==> src/rtl/alu_multicycle.sv <==
// alu_multicycle: WIDTH-bit ALU with combinational single-cycle ops and an
// iterative multiply/divide engine that writes HI/LO after WIDTH cycles.
//
// Handshake: a mul/div transaction is accepted on the rising edge where
// start=1, alu_control holds a mul/div code and busy=0 (engine idle). busy is
// then high for exactly WIDTH cycles; done pulses for one cycle as HI/LO
// update. start seen while busy=1 is dropped, never queued.
module alu_multicycle #(
  parameter int WIDTH = 32,
  parameter int SHW   = $clog2(WIDTH)
) (
  input  logic             clk,
  input  logic             rst_n,
  input  logic [WIDTH-1:0] a,
  input  logic [WIDTH-1:0] b,
  input  logic [3:0]       alu_control,
  input  logic             start,
  output logic [WIDTH-1:0] result,
  output logic             zero,
  output logic             busy,
  output logic             done,
  output logic [WIDTH-1:0] hi,
  output logic [WIDTH-1:0] lo
);

  localparam logic [3:0] OP_AND   = 4'b0000;
  localparam logic [3:0] OP_OR    = 4'b0001;
  localparam logic [3:0] OP_ADD   = 4'b0010;
  localparam logic [3:0] OP_XOR   = 4'b0011;
  localparam logic [3:0] OP_SLL   = 4'b0100;
  localparam logic [3:0] OP_SRL   = 4'b0101;
  localparam logic [3:0] OP_SUB   = 4'b0110;
  localparam logic [3:0] OP_SLTU  = 4'b0111;
  localparam logic [3:0] OP_SLT   = 4'b1000;
  localparam logic [3:0] OP_SRA   = 4'b1001;
  localparam logic [3:0] OP_MULT  = 4'b1010;
  localparam logic [3:0] OP_MULTU = 4'b1011;
  localparam logic [3:0] OP_NOR   = 4'b1100;
  localparam logic [3:0] OP_DIV   = 4'b1101;
  localparam logic [3:0] OP_DIVU  = 4'b1110;

  localparam logic [SHW:0] CNT_INIT = (SHW+1)'(WIDTH);
  localparam logic [SHW:0] CNT_ONE  = (SHW+1)'(1);

  // busy is exactly (state_q == S_RUN), so the engine state is observable.
  typedef enum logic {
    S_IDLE = 1'b0,
    S_RUN  = 1'b1
  } state_t;

  state_t state_q, state_d;

  logic             is_muldiv;
  logic             op_signed;
  logic             op_div;
  logic             launch;
  logic             last_step;
  logic             a_neg, b_neg;
  logic [WIDTH-1:0] a_mag, b_mag;

  // Engine registers: latched operands/flags and the shift accumulator pair.
  logic             div_q;
  logic             div0_q;
  logic             neg_q;
  logic             rneg_q;
  logic [WIDTH-1:0] a_q;
  logic [WIDTH-1:0] opnd_q;
  logic [WIDTH:0]   acc_hi_q;
  logic [WIDTH-1:0] acc_lo_q;
  logic [SHW:0]     cnt_q;
  logic             done_q;
  logic [WIDTH-1:0] hi_q, lo_q;

  // One-iteration next values and the sign-corrected final values.
  logic [WIDTH:0]     mul_sum;
  logic [WIDTH:0]     div_shift;
  logic [WIDTH:0]     div_diff;
  logic [WIDTH:0]     step_hi;
  logic [WIDTH-1:0]   step_lo;
  logic [2*WIDTH-1:0] prod;
  logic [2*WIDTH-1:0] prod_fix;
  logic [WIDTH-1:0]   fin_hi, fin_lo;

  // Decode the operation class and form operand magnitudes for signed ops.
  always_comb begin
    is_muldiv = (alu_control == OP_MULT) || (alu_control == OP_MULTU) ||
                (alu_control == OP_DIV)  || (alu_control == OP_DIVU);
    op_signed = (alu_control == OP_MULT) || (alu_control == OP_DIV);
    op_div    = (alu_control == OP_DIV)  || (alu_control == OP_DIVU);
    a_neg     = op_signed & a[WIDTH-1];
    b_neg     = op_signed & b[WIDTH-1];
    a_mag     = a_neg ? (~a + 1'b1) : a;
    b_mag     = b_neg ? (~b + 1'b1) : b;
    launch    = (state_q == S_IDLE) && start && is_muldiv;
    last_step = (state_q == S_RUN) && (cnt_q == CNT_ONE);
  end

  // Single-cycle result; mul/div codes and the reserved code read as zero.
  always_comb begin
    result = '0;
    case (alu_control)
      OP_AND:  result = a & b;
      OP_OR:   result = a | b;
      OP_ADD:  result = a + b;
      OP_SUB:  result = a - b;
      OP_XOR:  result = a ^ b;
      OP_NOR:  result = ~(a | b);
      OP_SLTU: result = {{(WIDTH-1){1'b0}}, (a < b)};
      OP_SLT:  result = {{(WIDTH-1){1'b0}}, ($signed(a) < $signed(b))};
      OP_SLL:  result = a << b[SHW-1:0];
      OP_SRL:  result = a >> b[SHW-1:0];
      OP_SRA:  result = $unsigned($signed(a) >>> b[SHW-1:0]);
      default: result = '0;
    endcase
    zero = (result == '0);
  end

  // Engine state register.
  always_ff @(posedge clk or negedge rst_n) begin
    if (!rst_n) state_q <= S_IDLE;
    else        state_q <= state_d;
  end

  // Engine next-state: leave IDLE on an accepted launch, leave RUN on the last step.
  always_comb begin
    state_d = state_q;
    case (state_q)
      S_IDLE:  if (launch) state_d = S_RUN;
      S_RUN:   if (cnt_q == CNT_ONE) state_d = S_IDLE;
      default: state_d = S_IDLE;
    endcase
  end

  // One shift-add (multiply) or restoring shift-subtract (divide) iteration.
  // Multiply: {acc_hi, acc_lo} is the partial product with the multiplier
  // shifting out of acc_lo. Divide: acc_hi is the partial remainder, acc_lo
  // shifts the dividend out and the quotient bits in.
  always_comb begin
    mul_sum   = acc_lo_q[0] ? (acc_hi_q + {1'b0, opnd_q}) : acc_hi_q;
    div_shift = {acc_hi_q[WIDTH-1:0], acc_lo_q[WIDTH-1]};
    div_diff  = div_shift - {1'b0, opnd_q};
    step_hi   = '0;
    step_lo   = '0;
    if (div_q) begin
      if (!div_diff[WIDTH]) begin
        step_hi = div_diff;
        step_lo = {acc_lo_q[WIDTH-2:0], 1'b1};
      end else begin
        step_hi = div_shift;
        step_lo = {acc_lo_q[WIDTH-2:0], 1'b0};
      end
    end else begin
      step_hi = {1'b0, mul_sum[WIDTH:1]};
      step_lo = {mul_sum[0], acc_lo_q[WIDTH-1:1]};
    end
  end

  // Sign fix-up applied to the result of the final iteration.
  // MIN / -1 falls out naturally: magnitude quotient 2^(WIDTH-1) is MIN itself.
  always_comb begin
    prod     = {step_hi[WIDTH-1:0], step_lo};
    prod_fix = neg_q ? (~prod + 1'b1) : prod;
    fin_hi   = prod_fix[2*WIDTH-1:WIDTH];
    fin_lo   = prod_fix[WIDTH-1:0];
    if (div_q) begin
      if (div0_q) begin
        fin_hi = a_q;
        fin_lo = '1;
      end else begin
        fin_lo = neg_q  ? (~step_lo + 1'b1) : step_lo;
        fin_hi = rneg_q ? (~step_hi[WIDTH-1:0] + 1'b1) : step_hi[WIDTH-1:0];
      end
    end
  end

  // Latch operands on launch, iterate while running.
  always_ff @(posedge clk or negedge rst_n) begin
    if (!rst_n) begin
      div_q    <= 1'b0;
      div0_q   <= 1'b0;
      neg_q    <= 1'b0;
      rneg_q   <= 1'b0;
      a_q      <= '0;
      opnd_q   <= '0;
      acc_hi_q <= '0;
      acc_lo_q <= '0;
      cnt_q    <= '0;
    end else if (launch) begin
      div_q    <= op_div;
      div0_q   <= op_div && (b == '0);
      neg_q    <= a_neg ^ b_neg;
      rneg_q   <= a_neg;
      a_q      <= a;
      opnd_q   <= op_div ? b_mag : a_mag;
      acc_hi_q <= '0;
      acc_lo_q <= op_div ? a_mag : b_mag;
      cnt_q    <= CNT_INIT;
    end else if (state_q == S_RUN) begin
      acc_hi_q <= step_hi;
      acc_lo_q <= step_lo;
      cnt_q    <= cnt_q - CNT_ONE;
    end
  end

  // HI/LO update and done pulse only on the completing edge.
  always_ff @(posedge clk or negedge rst_n) begin
    if (!rst_n) begin
      done_q <= 1'b0;
      hi_q   <= '0;
      lo_q   <= '0;
    end else begin
      done_q <= last_step;
      if (last_step) begin
        hi_q <= fin_hi;
        lo_q <= fin_lo;
      end
    end
  end

  assign busy = (state_q == S_RUN);
  assign done = done_q;
  assign hi   = hi_q;
  assign lo   = lo_q;

endmodule

==> config.mk <==
export PLATFORM = sky130hd
export DESIGN_NAME = alu_multicycle
export DESIGN_NICKNAME = d
export VERILOG_FILES = /design/src/rtl/alu_multicycle.sv
export SDC_FILE = /design/constraint.sdc
export NUM_CORES = 1
export LEC_CHECK = 0
export ABC_AREA = 1
export BUFFER_PORTS_ARGS = -buffer_cell sky130_fd_sc_hd__buf_4
export CELL_PAD_IN_SITES_DETAIL_PLACEMENT = 0
export CELL_PAD_IN_SITES_GLOBAL_PLACEMENT = 1
export CORE_ASPECT_RATIO = 0.9
export CORE_MARGIN = 2
export CORE_UTILIZATION = 30
export DETAILED_ROUTE_END_ITERATION = 10
export GPL_TIMING_DRIVEN = 0
export PLACE_DENSITY = 0.66
export SLEW_MARGIN = 20
export SYNTH_ARGS = -nofsm -noshare
export SYNTH_HDL_FRONTEND = slang
export SYNTH_SLANG_ARGS = --single-unit
==> constraint.sdc <==
create_clock -name clk -period 12.7 [get_ports clk]
set_input_delay 0.635 -clock clk [delete_from_list [all_inputs] [get_ports clk]]
set_output_delay 0.635 -clock clk [all_outputs]
set_load 0.02 [all_outputs]
After elaboration in Yosys (flattened, before gate mapping)
Cells that the tools add are included.
{"block": "totals", "output_inout_bits": 99, "register_bits": 205}
{"block": "op_classes", "eq_ne": 15, "n_lt_le_gt_ge": 2, "n_reduce_logical": 13, "n_mux": 26, "shifts": 3, "bitwise": 13, "addsub": 10}
{"cell": "two-way mux 32 bit", "count": 13}
{"cell": "one-hot mux 32 bit (11 select lines)", "count": 1}
{"cell": "two-way mux 33 bit", "count": 5}
{"cell": "NOT 32 bit", "count": 5}
{"cell": "adder 32 x 1 -> 32 bit (second input constant)", "count": 4}
{"cell": "adder 64 x 1 -> 64 bit (second input constant)", "count": 1}
{"cell": "zero test 32 bit", "count": 2}
{"cell": "< comparator 32 bit", "count": 2}
{"cell": "two-way mux 64 bit", "count": 1}
{"cell": "NOT 64 bit", "count": 1}
{"cell": "adder 33 x 32 -> 33 bit", "count": 1}
{"cell": "subtractor 33 x 32 -> 33 bit", "count": 1}
{"cell": "adder 32 bit", "count": 1}
{"cell": "AND 32 bit", "count": 1}
{"cell": "bitwise OR 32 bit", "count": 1}
{"cell": "left shift 32 x 5 -> 32 bit", "count": 1}
{"cell": "right shift 32 x 5 -> 32 bit", "count": 1}
{"cell": ">>> shifter 32 x 5 -> 32 bit", "count": 1}
{"cell": "subtractor 32 bit", "count": 1}
{"cell": "XOR 32 bit", "count": 1}
{"cell": "equality test 4 bit (second input constant)", "count": 7}
{"cell": "equality test 4 x 3 -> 1 bit (second input constant)", "count": 4}
{"cell": "two-way mux 6 bit", "count": 2}
{"cell": "equality test 4 x 2 -> 1 bit (second input constant)", "count": 2}
{"cell": "12 further kinds", "count": 22}

Depth between registers and ports, before layout
{"block": "logic_depth", "depth_word": 8, "mapped_depth": 37, "depth_no_buf": 36}

Worst setup path before layout
Ideal clock, no wire load.
{"block": "synth_path", "kind": "input port to output port", "from": "input port b[2]", "to": "output port zero", "stages": 24, "arrival_ns": 3.942, "slack_ns": 8.123, "n_path_buf": 4, "path_cell_list": "buf_2 > inv_1 > clkbuf_1 > clkbuf_1 > ha_1 > buf_2 > inv_1 > a21oi_1 > nand2_1 > nand2_1 > o211ai_1 > a21oi_1 > inv_1 > nand2_1 > nand2_1 > a21oi_1 > or2_2 > nand3_1 > nand4_1 > nor2_1 > nand2_1 > nor2_1 > nand2_1 > nor2_1"}
{"element": "start, declared", "line_no": "15", "text": "input logic [WIDTH-1:0] b,"}
{"element": "subtractor 32 bit, or another cell as far along", "line_no": "105", "text": "OP_SUB: result = a - b;"}
{"element": "one-hot mux 32 bit (11 select lines) *", "line_no": "101", "text": "case (alu_control)"}
{"element": "net result[17]", "line_no": "18", "text": "output logic [WIDTH-1:0] result,"}
{"element": "zero test 32 bit *", "line_no": "115", "text": "zero = (result == '0);"}
{"element": "end, declared", "line_no": "19", "text": "output logic zero,"}
The timed path passes the listed nets; every way through them passes the cells marked *.

Final worst setup path
{"block": "layout_path", "from": "input port b[3]", "to": "output port zero"}
{"block": "layout_via", "elab_chain_cells": 4}
{"element": "branches (longest 2 deep; another with subtractor 32 bit)"}
{"element": "one-hot mux 32 bit (11 select lines) *", "line_no": "101"}
{"element": "zero test 32 bit *", "line_no": "115"}
Every way passes the cells marked *.

==> impl_metrics.json <==
{
  "min_from": "b[22]",
  "htree_levels": 1,
  "reg2reg_from": "opnd_q[13]",
  "post_cts_resized": 0,
  "dp_slack_ns": 6.22,
  "slew_headroom_pct": 17.0,
  "detail-route-antenna-nets": 0,
  "worstPathRequired_ns": 12.06,
  "cap_violations": 0,
  "worst-slew-pin-transition_ns": 1.24,
  "yosys-top-cells-area": "nand2_1 19%, dfrtp_1 18%, inv_1 9.6%",
  "critPathMaxFanout": 11,
  "yosys_warnings": 0,
  "synth_fp_nets": 5089,
  "p_total_uw": 2050,
  "peakVddDrop_v": 0.0000830,
  "place_area_um2": 30700,
  "routed_wl_um": 170000,
  "dieArea_um2": 95300,
  "layout.nets": 5287,
  "layout_commonest_cell": "nand2_1",
  "critPathCaptureType": "output port",
  "track_usage_pct": 34.6,
  "final_area_um2": 31600,
  "synth_seq_area_share_pct": 18.4,
  "clock_latency_ns": 0.59,
  "grt_pass1_wl_um": 239000,
  "via_per_inst": 5.56,
  "grt_setup_unrepaired": "false",
  "hpwl_um": 142000,
  "clock_skew_ns": 0.0358,
  "final_cell_mix": "1,386 x nand2_1, 710 x inv_1, 486 x nor2_1",
  "drc": 0,
  "setup_viol_count_final": 0,
  "die_w_um": 325,
  "leakagePower_uw": 0.0161,
  "initialDrtViolationCount": 4425,
  "fin_tns_setup_ns": 0,
  "synth_area_leader_cell": "nand2_1",
  "final_max_slew_viol_count": 0,
  "layout_setup_ws_ns": 6.04,
  "syn_area_um2": 27900,
  "yosysTopAreaCellShare_pct": 18.7,
  "start_util_pct": 30.1,
  "cts_setup_buffers": 0,
  "netlist_instances": 4839,
  "power_per_cell_area_nw_per_um2": 64.7,
  "antenna_found_initial": 7,
  "area_growth_syn_to_layout_pct": 13.4,
  "synth_flop_cell": "dfrtp_1",
  "cts_buffer_depth": 3,
  "hold_viol": 0,
  "crit_start": "b[3]",
  "period_share_pct": 52.4,
  "dieHeight_um": 293,
  "cts_buffers": 24,
  "cts_tree": "built",
  "core_um2": 92400,
  "hold_path_class": "in -> reg",
  "clk_pin_slew_worst_paths_ns": 0.06,
  "synth-edff-count": 0,
  "avgSynthCellArea_um2": 5.76,
  "hold_buffers": 1,
  "port_buffers": 169,
  "cts.sinks": 205,
  "drive_gt1_share_pct": 6.79,
  "ys_types": 68,
  "overflow": 0,
  "status": "complete, no violations",
  "fp-row-count": 106,
  "post-route-min-period_ns": 6.66,
  "vias": 35100,
  "grt_start_max_net_pins": 92,
  "path_class": "in -> out",
  "wl_per_cell_um": 27.0,
  "fmax_ghz": 0.150,
  "grt_pass1_vias": 32300,
  "ys_ff_latch": 205,
  "gp_congestion": 1.03,
  "drtPass1Iterations": 6,
  "arrival_ns": 6.02,
  "pin_count": 170,
  "clockRootBuffer": "clkbuf_16",
  "synthArstFlopShare_pct": 100,
  "critPathLaunchType": "input port"
}
[cell type report]
class	count	area (µm²)
sequential	205	5130
buffer	198	851
clock inverter	13	211
antenna	9	22.5
tap	1242	1550
clock buffer	28	616
fill	10700	60800
multi-input combinational	3707	19100
timing repair buffer	172	1340
inverter	729	2740
[layer usage]
metal,wire length (µm),global-route usage [%],vias up
met3,17100,6.43,264
met1,78900,51.5,16800
met5,21,0,-
met2,68600,49.9,1803
met4,5800,10.6,4
li1,-,-,16200
[cell usage after synthesis (51+ instances only)]
cell	number
o22ai_1	66
o21ai_0	375
ha_1	175
inv_1	710
dfrtp_1	205
nand2_1	1386
nand4_1	51
nor2_1	486
a21oi_1	342
nand3_1	311
xor2_1	86
clkbuf_1	131
[critical path: stages]
cell and delay (ns):
buf_4 0.13, buf_2 0.21, inv_1 0.21, clkbuf_1 0.48, clkbuf_1 0.79, ha_1 0.48, inv_1 0.23, o21ai_1 0.15
nand2_1 0.08, nand2_1 0.07, nand2_1 0.07, a21oi_1 0.10, o21ai_1 0.54, nand2_1 0.11, nand2_1 0.15, nand3_1 0.11
nand2_1 0.24, xor2_1 0.19, o21ai_1 0.16, nor2_1 0.12, nand2_1 0.06, nor2_1 0.25, nand2_1 0.15, nor2_1 0.13
buf_4 0.15
[flip-flops by register name (all words and copies together) (netlist names)]
name and cells:
acc_lo_q 32, a_q 32, neg_q 1, acc_hi_q 33, cnt_q 6, lo 32
hi 32, done 1, opnd_q 32, rneg_q 1, div_q 1, busy 1
div0_q 1
[report_power, final]
part	switching [µW]	internal, µW
registers	0	653
logic	469	153
clock network	336	435
[per-stage QoR]
step,utilization (%),hold slack (ns),cells
finish,34.2,0.422,6303
global route,34.2,0.416,6294
CTS,34.2,0.400,6294
detailed placement,33.3,0.468,6252
global placement,33.2,0.466,6250
floorplan,-,0.339,4839
[final timing paths]
path | end | slack, ns | cells after the start
max | zero | 6.04 | 25
min | opnd_q[22] | 0.42 | 4
max reg2reg | hi[10] | 6.17 | 30
min reg2reg | hi[18] | 0.48 | 2
max in group asynchronous | a_q[4] | 11.41 | 3
min in group asynchronous | hi[4] | 0.52 | 2
[cell families (layout without fill, tap and decap cells)]
kind of cell / count (synthesis) / count (layout) / share of synthesized area (%)
muxes: 13 / 13 / 0.467
buffers and inverters: 927 / 1140 / 12.9
and+or+nand+nor: 2351 / 2351 / 34.9
other: 0 / 9 / 0
xor gates and xnor gates: 90 / 90 / 2.83
AOI/OAI and AO/OA: 1074 / 1074 / 22.4
DFF: 205 / 205 / 18.4
adders and majority gates: 179 / 179 / 8.15
Power figures use the tool's default switching activity.
